[config.mk]
export PLATFORM = sky130hd
export DESIGN_NAME = core_traffic_driver
export DESIGN_NICKNAME = d
export VERILOG_FILES = /design/src/rtl/core_traffic_driver.sv
export SDC_FILE = /design/constraint.sdc
export NUM_CORES = 1
export LEC_CHECK = 0
export CAP_MARGIN = 5
export CORE_MARGIN = 4
export CORE_UTILIZATION = 50
export DETAILED_ROUTE_END_ITERATION = 6
export GPL_ROUTABILITY_DRIVEN = 0
export PLACE_DENSITY_LB_ADDON = 0.15
export SLEW_MARGIN = 20
export SYNTH_ARGS = -nofsm -noshare
export SYNTH_HDL_FRONTEND = slang
export SYNTH_SLANG_ARGS = --single-unit
export TNS_END_PERCENT = 5
[constraint.sdc]
create_clock -name clock_i -period 3.2 [get_ports clock_i]
set_clock_uncertainty 0.15 [all_clocks]
set_input_delay 0.64 -clock clock_i [delete_from_list [all_inputs] [get_ports clock_i]]
set_output_delay 0.64 -clock clock_i [all_outputs]
set_load 0.02 [all_outputs]
[src/rtl/core_traffic_driver.sv]
// Core-side traffic initiator: writes a pattern over N_REQUESTS words, reads it back and checks it.
// Optional response watchdog is built when TRAFFIC_TIMEOUT_EN is defined.
module core_traffic_driver #(
  parameter int unsigned                BW_ACCESS_ADDR = 32,
  parameter int unsigned                BW_DATA_WORD   = 32,
  parameter int unsigned                N_REQUESTS     = 256,
  parameter logic [BW_ACCESS_ADDR-1:0]  BASE_ADDR      = '0,
  parameter int unsigned                ADDR_STRIDE    = 4,
  parameter logic [31:0]                DATA_SEED      = 32'hA5A50000,
  parameter int unsigned                BW_COUNT       = 16,
  parameter int unsigned                TIMEOUT_CYCLES = 1024
) (
  input  logic                      clock_i,
  input  logic                      reset_i,
  input  logic                      start_i,
  input  logic                      stall_i,
  output logic                      core_request_o,
  output logic                      core_wren_o,
  output logic [BW_ACCESS_ADDR-1:0] core_addr_o,
  output logic [BW_DATA_WORD-1:0]   core_data_o,
  input  logic                      core_valid_i,
  input  logic [BW_DATA_WORD-1:0]   core_data_i,
  output logic                      done_o,
  output logic                      error_o,
  output logic [BW_COUNT-1:0]       error_count_o,
  output logic [BW_COUNT-1:0]       request_count_o
);

  // state    | meaning
  // IDLE     | waiting for start_i
  // WR_ISSUE | issue write of word index when not stalled
  // WR_WAIT  | write outstanding, waiting for core_valid_i
  // RD_ISSUE | issue read of word index when not stalled
  // RD_WAIT  | read outstanding, compare returned word on core_valid_i
  // DONE     | run finished, hold results until start_i drops
  typedef enum logic [2:0] {IDLE, WR_ISSUE, WR_WAIT, RD_ISSUE, RD_WAIT, DONE} state_t;

  localparam logic [BW_DATA_WORD-1:0]   SEED       = BW_DATA_WORD'(DATA_SEED);
  localparam logic [BW_ACCESS_ADDR-1:0] STRIDE     = BW_ACCESS_ADDR'(ADDR_STRIDE);
  localparam logic [BW_COUNT-1:0]       LAST_INDEX = BW_COUNT'(N_REQUESTS - 1);
  localparam logic [BW_COUNT-1:0]       COUNT_ONE  = BW_COUNT'(1);

  state_t              state;
  logic [BW_COUNT-1:0] index;
  logic                in_wait;
  logic                timeout;

  function automatic logic [BW_DATA_WORD-1:0] pattern(input logic [BW_COUNT-1:0] idx);
    logic [BW_COUNT+7:0] mix;
    mix = {idx, ~idx[7:0]};
    return SEED ^ BW_DATA_WORD'(mix);
  endfunction

  function automatic logic [BW_COUNT-1:0] sat_inc(input logic [BW_COUNT-1:0] value);
    return (value == '1) ? value : value + COUNT_ONE;
  endfunction

  assign in_wait = (state == WR_WAIT) || (state == RD_WAIT);

`ifdef TRAFFIC_TIMEOUT_EN
  localparam int unsigned      BW_WD   = $clog2(TIMEOUT_CYCLES + 1);
  localparam logic [BW_WD-1:0] WD_LAST = BW_WD'(TIMEOUT_CYCLES - 1);

  logic [BW_WD-1:0] watchdog;

  // Counts only the cycles a request sits unanswered; any response restarts it.
  always_ff @(posedge clock_i) begin
    if (reset_i || !in_wait || core_valid_i) watchdog <= '0;
    else                                     watchdog <= watchdog + BW_WD'(1);
  end

  assign timeout = in_wait && !core_valid_i && (watchdog == WD_LAST);
`else
  assign timeout = 1'b0;
`endif

  always_ff @(posedge clock_i) begin
    if (reset_i) begin
      state           <= IDLE;
      index           <= '0;
      core_request_o  <= 1'b0;
      core_wren_o     <= 1'b0;
      core_addr_o     <= '0;
      core_data_o     <= '0;
      done_o          <= 1'b0;
      error_o         <= 1'b0;
      error_count_o   <= '0;
      request_count_o <= '0;
    end else begin
      core_request_o <= 1'b0;
      case (state)
        IDLE: begin
          if (start_i) begin
            error_o         <= 1'b0;
            error_count_o   <= '0;
            request_count_o <= '0;
            index           <= '0;
            core_addr_o     <= BASE_ADDR;
            state           <= WR_ISSUE;
          end
        end
        WR_ISSUE, RD_ISSUE: begin
          if (!stall_i) begin
            core_request_o <= 1'b1;
            core_wren_o    <= (state == WR_ISSUE);
            core_data_o    <= (state == WR_ISSUE) ? pattern(index) : '0;
            state          <= (state == WR_ISSUE) ? WR_WAIT : RD_WAIT;
          end
        end
        WR_WAIT, RD_WAIT: begin
          // The response may coincide with the request strobe, which is already visible in WAIT.
          if (core_valid_i) begin
            request_count_o <= sat_inc(request_count_o);
            if ((state == RD_WAIT) && (core_data_i != pattern(index))) begin
              error_o       <= 1'b1;
              error_count_o <= sat_inc(error_count_o);
            end
            if (index == LAST_INDEX) begin
              index       <= '0;
              core_addr_o <= BASE_ADDR;
              done_o      <= (state == RD_WAIT);
              state       <= (state == WR_WAIT) ? RD_ISSUE : DONE;
            end else begin
              index       <= index + COUNT_ONE;
              core_addr_o <= core_addr_o + STRIDE;
              state       <= (state == WR_WAIT) ? WR_ISSUE : RD_ISSUE;
            end
          end else if (timeout) begin
            error_o       <= 1'b1;
            error_count_o <= sat_inc(error_count_o);
            done_o        <= 1'b1;
            state         <= DONE;
          end
        end
        DONE: begin
          if (!start_i) begin
            done_o <= 1'b0;
            state  <= IDLE;
          end
        end
        default: state <= IDLE;
      endcase
    end
  end

endmodule
### Word level (Yosys, flattened, before mapping)

Cells that the tools add are included.

* register bits: 119
* bits of input ports: 37
* output and inout bits: 100

* $add $sub $neg: 4
* equality and inequality tests: 17
* muxes and demuxes: 34
* bitwise operators: 4
* reduce and logical (&&, ||, !) cells: 14

Operators by type and width (number)
* 16-bit two-way mux: 8
* 32-bit two-way mux: 4
* 16-bit one-hot mux with 2 select lines: 3
* 32-bit one-hot mux with 2 select lines: 1
* 16-bit by 1-bit adder with 16-bit output, second input constant: 3
* 32-bit by 3-bit adder with 32-bit output, second input constant: 1
* 16-bit == test, second input constant: 2
* 32-bit inequality test: 1
* 3-bit two-way mux: 7
* 16-bit by 8-bit == test with 1-bit output, second input constant: 1
* 2-bit inequality test, second input constant: 8
* 4-bit AND reduction: 4
* 3-bit one-hot mux with 4 select lines: 1
* 4-bit NOT with 8-bit output: 1
* 8-bit NOT: 1
* 1-bit two-way mux: 7
* 3-bit by 2-bit == test with 1-bit output, second input constant: 2
* 3-bit == test, second input constant: 2
* 2-bit OR reduction: 3
* 5-bit AND reduction: 1
* 1-bit one-hot mux with 2 select lines: 2
* 2-bit nonzero test: 2
* 3-bit by 1-bit == test with 1-bit output, second input constant: 1
* 3-bit logical NOT: 1
* 5 further kinds: 6

### Logic depth before layout (Yosys ltp)

* word-level depth: 6
* gate-level depth with buffers: 9
* depth with buffers taken out: 7

### Worst setup path before layout

OpenSTA, ideal clock, no wires.

* kind: in2reg
* start point: input port core_data_i[28]
* end point: register error_count_o[12]
* arrival time: 2.249 ns
* data required time: 2.927 ns
* path slack: 0.677 ns
* stages: 8
* path buffers: 2
* cell sequence: nor4bb_1 nand4_1 or4_4 o21ai_2 buf_6 buf_8 a2bb2oi_1 a21oi_1

* longest elaborated chain between the ends: 4

RTL lines
* from (decl): line 22 `input logic [BW_DATA_WORD-1:0] core_data_i,`
* 32-bit inequality test: line 114 `if ((state == RD_WAIT) && (core_data_i != pattern(index))) begin`
* 1-bit logical AND: line 114
* 2-bit inequality test (no line)
* 5-bit AND reduction (no line)
* to (signal assigned): line 116 `error_count_o <= sat_inc(error_count_o);`
* to (signal assigned): line 130 `error_count_o <= sat_inc(error_count_o);`
* to (decl): line 25 `output logic [BW_COUNT-1:0] error_count_o,`

No other way between the ends.
A chain may end at the register's enable or synchronous reset.

==> impl_metrics.yaml <==
timing:
  setup_tns_ps: 0
  rsz0062_at_grt: "false"
  setup_viol: 0
  slew_viol_final: 0
  worst_pin_slew_ps: 874
  relSlewSlack_pct: 41.6
  fmax_ghz: 0.359
  period_share_pct: 87.0
  finalHoldViolCount: 0
  setup_slack_ps: 416
  fin_crit_ps: 2780
synth:
  synth_top_area_share_pct: 39.0
  synthFlopType: "dfxtp_1"
  yosys_warnings: 0
  async_flop_share_pct: 0
  yosys-top-cells-area: "dfxtp_1 39%, nor2_1 7.0%, xor2_1 6.7%"
  synth_cell_types: 69
  synth_edf_count: 0
  avgSynthCellArea_um2: 8.47
  yosysMostFrequentCell: "dfxtp_1"
  synth_area_leader_cell: "dfxtp_1"
  synthTopCellsByCount: "109 x dfxtp_1, 104 x nor2_1, 43 x xor2_1"
  synthCells: 660
  synth-seq-cells: 109
  seq_area_frac_synth_pct: 39.0
  synth_area_mm2: 0.00559
grt:
  gr-usage-all-layers_pct: 23.0
  antenna_found_initial: 0
  grt_max_degree: 30
  overflow: 0
  grt_pass1_wl_um: 24600
  grt_pass1_vias: 5197
detailed_routing:
  wl_per_cell_um: 16.3
  vias_per_cell: 5.76
  first_pass_iters: 6
  antenna_left: 0
  drt_iter0_markers: 352
  drt-total-wl_um: 14900
  drt_drc_violations_left: 0
  num_vias: 5282
clock_tree:
  cts_tree: "yes"
  cts_buffers: 9
  clockBufferDepth: 2
  cts_setup_buffers: 0
  clock_latency_ps: 380
  clkTransAtPathRegs_ps: 100
  root_buffer: "clkbuf_8"
  cts_sinks: 109
  htreeDepth: 3
  cts_resized: 0
  cts_hold_buf: 0
final_layout:
  final_nets: 815
  diodes: 0
  final_util_pct: 65.7
  drive_above_1_share_pct: 7.59
  area_growth_pct: 27.9
  n_fill_cell: 945
  fin_cells: 917
die:
  die_w_um: 114
  start_util_pct: 51.3
  die_h_um: 114
  core_area_mm2: 0.0109
  die-area_mm2: 0.0129
  ios: 137
  num_rows: 38
outcome:
  status: "finished, final reports clean"
pwr:
  power.density_mw_per_mm2: 403
  p_leak_nw: 2.52
  p_total_w: 0.00288
  vdd_drop_max_uv: 310
place:
  dpl_worst_slack_ps: 31.6
  place_inst: 902
  io_buffers: 130
  dpl.hpwl_um: 10900
setup_path:
  max_stage_delay_ps: 540
  cp_cell_sequence: "clkdlybuf4s50_1 > nor4bb_1 > buf_4 > nand4_1 > or4_4 > o21ai_2 > buf_12 > o21ai_4 > a21oi_1"
  cp-start-kind: "input port"
  cp_slowest_cell: "or4_4"
  end_kind: "flip-flop"
  worstPathArrival_ps: 2950
  crit_type: "in -> reg"
  crit_path_max_fanout: 21
  cp.required_ps: 3360
flow_run:
  maxCapViolCount: 0
min_path:
  hold_class: "reg -> reg"
==> final timing paths <==
check             slack [ps]  cells after the start       startpoint             endpoint
setup / recovery         420                      9  core_data_i[31]  request_count_o[12]
hold / removal           340                      2          error_o              error_o
setup reg to reg         430                      6         state[1]      core_addr_o[10]
hold reg to reg          340                      2          error_o              error_o
==> stage by stage <==
step | hold WS [ps] | cell area [um^2]
after CTS | 327 | 7150
final | 335 | 7150
after global placement | 307 | 6940
after detailed placement | 313 | 6940
after global routing | 344 | 7150
after floorplan | 368 | 5610
==> per-layer routing <==
layer | global-route usage [%] | vias up | wire, um
met5 | 0 | - | 0
met4 | 7.93 | 0 | 299
met3 | 5.94 | 23 | 818
met2 | 37.3 | 160 | 7180
met1 | 29.9 | 2518 | 6630
li1 | - | 2581 | -
==> layout by cell type (no fill, tap or decap), types with 4 or more instances in the layout <==
master and count:
nand3_1 40, a21oi_1 36, and3b_1 7, buf_4 14
a21o_1 5, nor2_1 104, and3_1 19, xor2_1 43
inv_1 4, nand2_1 36, dfxtp_1 109, o21ai_0 14
nor3_1 6, a31oi_1 4, or4_1 8, clkbuf_8 10
nand4_1 25, o31ai_1 7, or3_1 5, and4_1 6
xnor2_1 16, o21ai_2 5, nor4b_1 4, nor4_1 9
o22ai_1 8, a21oi_2 4, clkdlybuf4s50_1 129, conb_1 6
o22a_1 5, nor3b_1 6, ha_1 5, a22oi_1 12
==> sequential cells by signal (all words and copies together) (netlist names) <==
signal,count
core_addr_o,30
core_data_o,25
core_request_o,1
done_o,1
error_count_o,16
error_o,1
index,16
request_count_o,16
state,3
==> cell type report <==
cell class | instances | area [um^2] | area share, %
tap | 140 | 175 | 2.45
clock inverter | 5 | 75.1 | 1.05
clock buffer | 10 | 138 | 1.93
multi-input combinational | 502 | 3120 | 43.6
sequential | 109 | 2180 | 30.5
timing repair buffer | 146 | 1440 | 20.2
inverter | 5 | 18.8 | 0.263
==> worst max-delay path, delay by kind of cell <==
family / cells / cell delay (ps)
buffers and inverters: 3 / 810
AO/OA/AOI/OAI: 3 / 530
AND/OR/NAND/NOR: 3 / 950
==> cell families after synthesis <==
group           share of synthesized area [%]
fa+ha+maj                                1.12
flops                                    39.0
xor+xnor                                 9.25
compound gates                           14.4
other cells                            0.0671
mux                                     0.537
simple gates                             30.1
buf+inv                                  5.51
==> power by group <==
part | leakage [nW] | switching [W] | internal (W)
clock | 0.112 | 0.000469 | 0.000455
combinational | 1.53 | 0.000315 | 0.000216
sequential | 0.880 | 0.0000375 | 0.00139
Note: power is estimated with default switching activity, not from simulation.
